**src/rtl/pwm_duty_ramp_ctrl_if.sv**
```systemverilog
// Host target-duty request channel (valid/ready) for the PWM duty ramp controller.
interface pwm_duty_ramp_ctrl_if #(
    parameter int unsigned DUTY_W = 4
);
    logic              tgt_valid;
    logic              tgt_ready;
    logic [DUTY_W-1:0] tgt_duty;

    modport master (output tgt_valid, output tgt_duty, input tgt_ready);
    modport slave  (input tgt_valid, input tgt_duty, output tgt_ready);
endinterface

```
**src/rtl/pwm_duty_ramp_ctrl.sv**
```systemverilog
// Ramps the PWM duty one step at a time toward a host or button-nudged target,
// changing the applied duty only on PWM period boundaries.
module pwm_duty_ramp_ctrl #(
    parameter int unsigned DUTY_W       = 4,
    parameter int unsigned PERIOD       = 10,
    parameter int unsigned STEP_PERIODS = 4,
    parameter int unsigned INIT_DUTY    = 5
) (
    input  logic                 clk,
    input  logic                 rst,
    input  logic                 period_start,
    pwm_duty_ramp_ctrl_if.slave  host,
    input  logic                 inc_pulse,
    input  logic                 dec_pulse,
    input  logic                 abort,
    output logic [DUTY_W-1:0]    duty_cycle,
    output logic                 busy,
    output logic                 done
);

    localparam int unsigned DW1  = DUTY_W + 1;
    localparam int unsigned CntW = (STEP_PERIODS > 1) ? $clog2(STEP_PERIODS) : 1;

    localparam logic [DW1-1:0]  PeriodX  = DW1'(PERIOD);
    localparam logic [CntW-1:0] StepLast = CntW'(STEP_PERIODS - 1);

    typedef enum logic [1:0] {StIdle, StRampUp, StRampDown} state_e;

    state_e            state_q, state_d;
    logic [DUTY_W-1:0] duty_q, duty_d;
    logic [DUTY_W-1:0] target_q, target_d;
    logic [CntW-1:0]   cnt_q, cnt_d;
    logic              done_q, done_d;

    logic              req;
    logic [DW1-1:0]    duty_x;
    logic [DW1-1:0]    host_x;
    logic [DW1-1:0]    new_tgt;
    logic [DW1-1:0]    step_x;

    assign host.tgt_ready = (state_q == StIdle) & ~abort & ~rst;

    always_comb begin
        state_d  = state_q;
        duty_d   = duty_q;
        target_d = target_q;
        cnt_d    = cnt_q;
        done_d   = 1'b0;
        req      = 1'b0;
        duty_x   = {1'b0, duty_q};
        host_x   = {1'b0, host.tgt_duty};
        new_tgt  = {1'b0, target_q};
        step_x   = duty_x;

        if (abort) begin
            // Freeze where we are; the pending ramp is discarded.
            state_d  = StIdle;
            target_d = duty_q;
            cnt_d    = '0;
        end else begin
            unique case (state_q)
                StIdle: begin
                    if (host.tgt_valid && host.tgt_ready) begin
                        req     = 1'b1;
                        new_tgt = (host_x > PeriodX) ? PeriodX : host_x;
                    end else if (inc_pulse ^ dec_pulse) begin
                        req = 1'b1;
                        if (inc_pulse) begin
                            new_tgt = (duty_x >= PeriodX) ? PeriodX : duty_x + DW1'(1);
                        end else begin
                            new_tgt = (duty_x == '0) ? '0 : duty_x - DW1'(1);
                        end
                    end

                    if (req) begin
                        target_d = new_tgt[DUTY_W-1:0];
                        cnt_d    = '0;
                        if (new_tgt > duty_x) begin
                            state_d = StRampUp;
                        end else if (new_tgt < duty_x) begin
                            state_d = StRampDown;
                        end else begin
                            done_d = 1'b1;
                        end
                    end
                end

                StRampUp, StRampDown: begin
                    if (period_start) begin
                        if (cnt_q == StepLast) begin
                            cnt_d  = '0;
                            step_x = (state_q == StRampUp) ? duty_x + DW1'(1)
                                                           : duty_x - DW1'(1);
                            duty_d = step_x[DUTY_W-1:0];
                            if (step_x == {1'b0, target_q}) begin
                                state_d = StIdle;
                                done_d  = 1'b1;
                            end
                        end else begin
                            cnt_d = cnt_q + CntW'(1);
                        end
                    end
                end

                default: state_d = StIdle;
            endcase
        end
    end

    always_ff @(posedge clk) begin
        if (rst) begin
            state_q  <= StIdle;
            duty_q   <= DUTY_W'(INIT_DUTY);
            target_q <= DUTY_W'(INIT_DUTY);
            cnt_q    <= '0;
            done_q   <= 1'b0;
        end else begin
            state_q  <= state_d;
            duty_q   <= duty_d;
            target_q <= target_d;
            cnt_q    <= cnt_d;
            done_q   <= done_d;
        end
    end

    assign duty_cycle = duty_q;
    assign busy       = (state_q != StIdle);
    assign done       = done_q;

endmodule

```
**src/flat_wrapper.sv**
```systemverilog
// flat-port wrapper written by rule: the top's interface ports become plain ports
module pwm_duty_ramp_ctrl_flat 
#(
    parameter int unsigned DUTY_W       = 4,
    parameter int unsigned PERIOD       = 10,
    parameter int unsigned STEP_PERIODS = 4,
    parameter int unsigned INIT_DUTY    = 5
)
  (clk, rst, period_start, inc_pulse, dec_pulse, abort, duty_cycle, busy, done, host_tgt_valid, host_tgt_duty, host_tgt_ready);
  pwm_duty_ramp_ctrl_if #(.DUTY_W(DUTY_W)) host_i ();
  input  logic clk;
  input  logic rst;
  input  logic period_start;
  input  logic inc_pulse;
  input  logic dec_pulse;
  input  logic abort;
  output logic [DUTY_W-1:0] duty_cycle;
  output logic busy;
  output logic done;
  input wire logic [$bits(host_i.tgt_valid)-1:0] host_tgt_valid;
  input wire logic [$bits(host_i.tgt_duty)-1:0] host_tgt_duty;
  output wire logic [$bits(host_i.tgt_ready)-1:0] host_tgt_ready;
  assign host_i.tgt_valid = host_tgt_valid;
  assign host_i.tgt_duty = host_tgt_duty;
  assign host_tgt_ready = host_i.tgt_ready;
  pwm_duty_ramp_ctrl #(.DUTY_W(DUTY_W), .PERIOD(PERIOD), .STEP_PERIODS(STEP_PERIODS), .INIT_DUTY(INIT_DUTY)) u_core (.clk(clk), .rst(rst), .period_start(period_start), .host(host_i), .inc_pulse(inc_pulse), .dec_pulse(dec_pulse), .abort(abort), .duty_cycle(duty_cycle), .busy(busy), .done(done));
endmodule
```
**config.mk**
```make
export PLATFORM = sky130hd
export DESIGN_NAME = pwm_duty_ramp_ctrl_flat
export DESIGN_NICKNAME = d
export VERILOG_FILES = /design/src/rtl/pwm_duty_ramp_ctrl_if.sv /design/src/rtl/pwm_duty_ramp_ctrl.sv /design/src/flat_wrapper.sv
export SDC_FILE = /design/constraint.sdc
export NUM_CORES = 1
export LEC_CHECK = 0
export ABC_AREA = 0
export CAP_MARGIN = 10
export CORE_MARGIN = 1
export CORE_UTILIZATION = 56
export CTS_BUF_LIST = sky130_fd_sc_hd__clkbuf_2
export DETAILED_ROUTE_END_ITERATION = 16
export PLACE_DENSITY = 0.91
export SLEW_MARGIN = 20
export SYNTH_ARGS = -nofsm -noshare
export SYNTH_HDL_FRONTEND = slang
export SYNTH_SLANG_ARGS = --single-unit
```
**constraint.sdc**
```tcl
create_clock -name clk -period 3.2 [get_ports clk]
set_clock_uncertainty 0.1 [all_clocks]
set_input_delay 0.48 -clock clk [delete_from_list [all_inputs] [get_ports clk]]
set_output_delay 0.48 -clock clk [all_outputs]
set_load 0.03 [all_outputs]
```
==> impl_metrics.py <==
metrics = {
    "grt": {
        "overflow": 0,
        "grt_use_met1": 0.361,
        "grt_pass1_vias": 1232,
        "grtUsageMet2": 0.502,
        "grt.busiest_layer": "met2",
        "grt_antenna_before_repair": 0,
        "grt_pass1_wl_um": 5440,
        "grt_max_degree": 13,
        "gr-usage-met3": 0.0498,
        "grt_util_all_layers": 0.294,
    },
    "logic_synthesis": {
        "yosysSeqAreaShare": 0.209,
        "ys.flop_type": "dfxtp_1",
        "yosysTopAreaCell": "dfxtp_1",
        "synth_nets": 186,
        "netlist-cell-type-count": 40,
        "ys_top_cells_by_count": "a21oi_1, dfxtp_1, ha_1, nor2_1, nand2_1",
        "yosysWarnings": 0,
        "synth-seq-cells": 13,
        "postSynthCellCount": 163,
        "avgSynthCellArea_um2": 7.65,
        "yosysMostFrequentCell": "a21oi_1",
        "postSynth.asyncResetShare": 0,
        "synth_area_leaders": "dfxtp_1, ha_1, a21oi_1",
        "synth_top_area_share": 0.209,
        "synth_edf_count": 0,
        "syn-cell-area_um2": 1250,
    },
    "die": {
        "die_area_um2": 2420,
        "start_util": 0.616,
        "num_rows": 16,
        "fp.coreArea_um2": 2020,
        "die_width_um": 49.2,
        "die_h_um": 49.2,
        "num_io_pins": 18,
    },
    "sta": {
        "worst_slew_margin_rel": 0.735,
        "worst_pin_slew_ns": 0.397,
        "finalHoldViolations": 0,
        "rsz0062_at_grt": "false",
        "finalSetupViolations": 0,
        "drv_slew": 0,
        "period_share": 0.920,
        "period_needed_ns": 2.94,
        "clock.fmax_mhz": 340,
        "worst_slack_ns": 0.257,
    },
    "route": {
        "post_drt_wl_per_cell_um": 16.0,
        "drt-pass1-iter-count": 5,
        "vias_per_cell": 6.03,
        "drtAntennaViolNets": 0,
        "routed-via-count": 1248,
        "drt_iter0_drc": 53,
        "drt_drc_violations_left": 0,
        "routed_wl_um": 3300,
    },
    "cells_and_area": {
        "fillers": 160,
        "drive_above_1_share": 0.0833,
        "stdcell_count": 207,
        "area_growth_pct": 16.9,
        "fin_nets": 204,
        "antenna_cells": 0,
    },
    "worst_setup_path": {
        "r2r_setup_slack_ns": 0.43,
        "timing.rr.end": "u_core.state_q[0]",
        "reg2regPathDepth": 14,
        "crit_top_cell": "a21oi_1",
        "crit_path_max_fanout": 6,
        "crit_path_start_kind": "input pin",
        "crit_chain": "clkdlybuf4s50_1 > nand2b_1 > and2_1 > a21oi_1 > a31oi_1 > ha_1 > a21oi_1 > a21o_1 > o21ai_1 > a32o_1 > a22o_1",
        "r2r-start": "u_core.duty_cycle[1]",
        "cp_slowest_cell": "clkdlybuf4s50_1",
        "critPathRequiredTime_ns": 3.30,
        "cp-end-kind": "flip-flop",
        "cp.arrival_ns": 3.05,
        "slowest_delay_ns": 0.49,
        "critPathKind": "input pin to flip-flop",
    },
    "cts": {
        "cts-root-buf": "clkbuf_2",
        "h-tree-depth": 1,
        "cts_made_buffers": 3,
        "clock-sinks": 13,
        "cts_resized": 0,
        "cts_setup_buffers": 0,
        "cts_buffer_depth": 2,
        "clk_latency_ns": 0.29,
        "cts_tree": "yes",
        "cts_hold_buf": 0,
        "path_clk_slew_ns": 0.13,
    },
    "hold_path": {
        "holdPathStages": 2,
        "hold-path-endpoint": "u_core.cnt_q[1]",
        "min_from": "u_core.cnt_q[1]",
        "worstHoldPathType": "flip-flop to flip-flop",
    },
    "place": {
        "dp_slack_ns": -0.0531,
        "dp_hpwl_um": 2520,
        "place.gp.congestion": 0.923,
        "io_buffers": 17,
        "dp_cells": 203,
    },
    "power_and_ir_drop": {
        "ir_drop_uv": 322,
        "power_leakage_nw": 0.583,
        "power_w": 0.000402,
        "p_per_area_nw_per_um2": 276,
    },
    "outcome": {
        "status": "complete, no violations",
    },
    "run": {
        "cap_viol_max_count": 0,
    },
}
==> how the worst max path moves through the flow <==
stage / startpoint / to / slack (ns) / depth (start not counted)
3_3_place_gp: dec_pulse / u_core.state_q[0] / 0.03 / 11
6_report: dec_pulse / u_core.state_q[0] / 0.26 / 11
3_5_place_dp: dec_pulse / u_core.state_q[0] / -0.05 / 11
4_1_cts: dec_pulse / u_core.state_q[0] / 0.25 / 11
5_1_grt: dec_pulse / u_core.state_q[0] / 0.12 / 13
2_1_floorplan: u_core.duty_cycle[0] / u_core.state_q[0] / 0.31 / 12
==> metal layers <==
layer  vias up  share of wire
met5         -              0
met4         0          0.023
met3        12          0.062
met2        51           0.47
met1       565           0.45
li1        620              -
==> placed cells by master (no fill, tap or decap), drive strengths merged, types with 3 or more instances in the layout <==
master,netlist,final
nor2,13,13
nor3,7,7
clkdlybuf4s50,0,17
nand2,11,11
ha,12,12
a21oi,19,19
buf,7,6
nand4,5,5
dfxtp,13,13
o21ai,9,9
xor2,3,3
clkbuf,3,4
xnor2,8,8
inv,10,10
mux2i,5,5
and3,3,3
nand2b,6,6
nand3,4,4
==> sequential cells by signal, summed over array words and instances, names as in the netlist <==
signal / cells
u_core.done: 1
u_core.target_q: 4
u_core.state_q: 2
u_core.cnt_q: 2
u_core.duty_cycle: 4
==> critical path, delay by kind of cell <==
family | cells | cell delay [ns]
AOI/OAI and AO/OA | 7 | 1.23
buffers and inverters | 1 | 0.49
and+or+nand+nor | 2 | 0.51
adders and majority gates | 1 | 0.31
==> cell type report <==
| class | count | area [um^2] | area share |
|---|---|---|---|
| multi-input cells | 130 | 890 | 0.611 |
| flip-flops and latches | 13 | 260 | 0.179 |
| well taps | 27 | 33.8 | 0.0232 |
| clock buffers | 4 | 20.0 | 0.0137 |
| repair buffers | 23 | 215 | 0.148 |
| inverters | 10 | 37.5 | 0.0258 |
==> stage by stage <==
stage	hold slack (ns)	instance area [um^2]	utilization	TNS, ns
after floorplan	0.350	1250	-	0
after global placement	0.363	1440	0.710	0
after detailed placement	0.377	1440	0.710	-0.0828
after CTS	0.396	1460	0.720	0
after global routing	0.407	1460	0.720	0
final	0.392	1460	0.720	0
==> logic make-up (layout without fill, tap and decap cells) <==
| logic type | Yosys count | in the layout | synth area share |
|---|---|---|---|
| simple gates | 58 | 58 | 0.255 |
| flops | 13 | 13 | 0.209 |
| xor+xnor | 11 | 11 | 0.0773 |
| fa+ha+maj | 12 | 12 | 0.120 |
| buf+inv | 20 | 37 | 0.0773 |
| mux | 5 | 5 | 0.0402 |
| compound gates | 44 | 44 | 0.221 |
==> where the power goes <==
| part | switching, W | internal, W | total, W |
|---|---|---|---|
| sequential | 0.00000673 | 0.000168 | 0.000174 |
| clock | 0.0000546 | 0.0000331 | 0.0000877 |
| combinational | 0.0000797 | 0.0000605 | 0.000140 |
| total | 0.000141 | 0.000261 | 0.000402 |
Note: power is estimated with default switching activity, not from simulation.
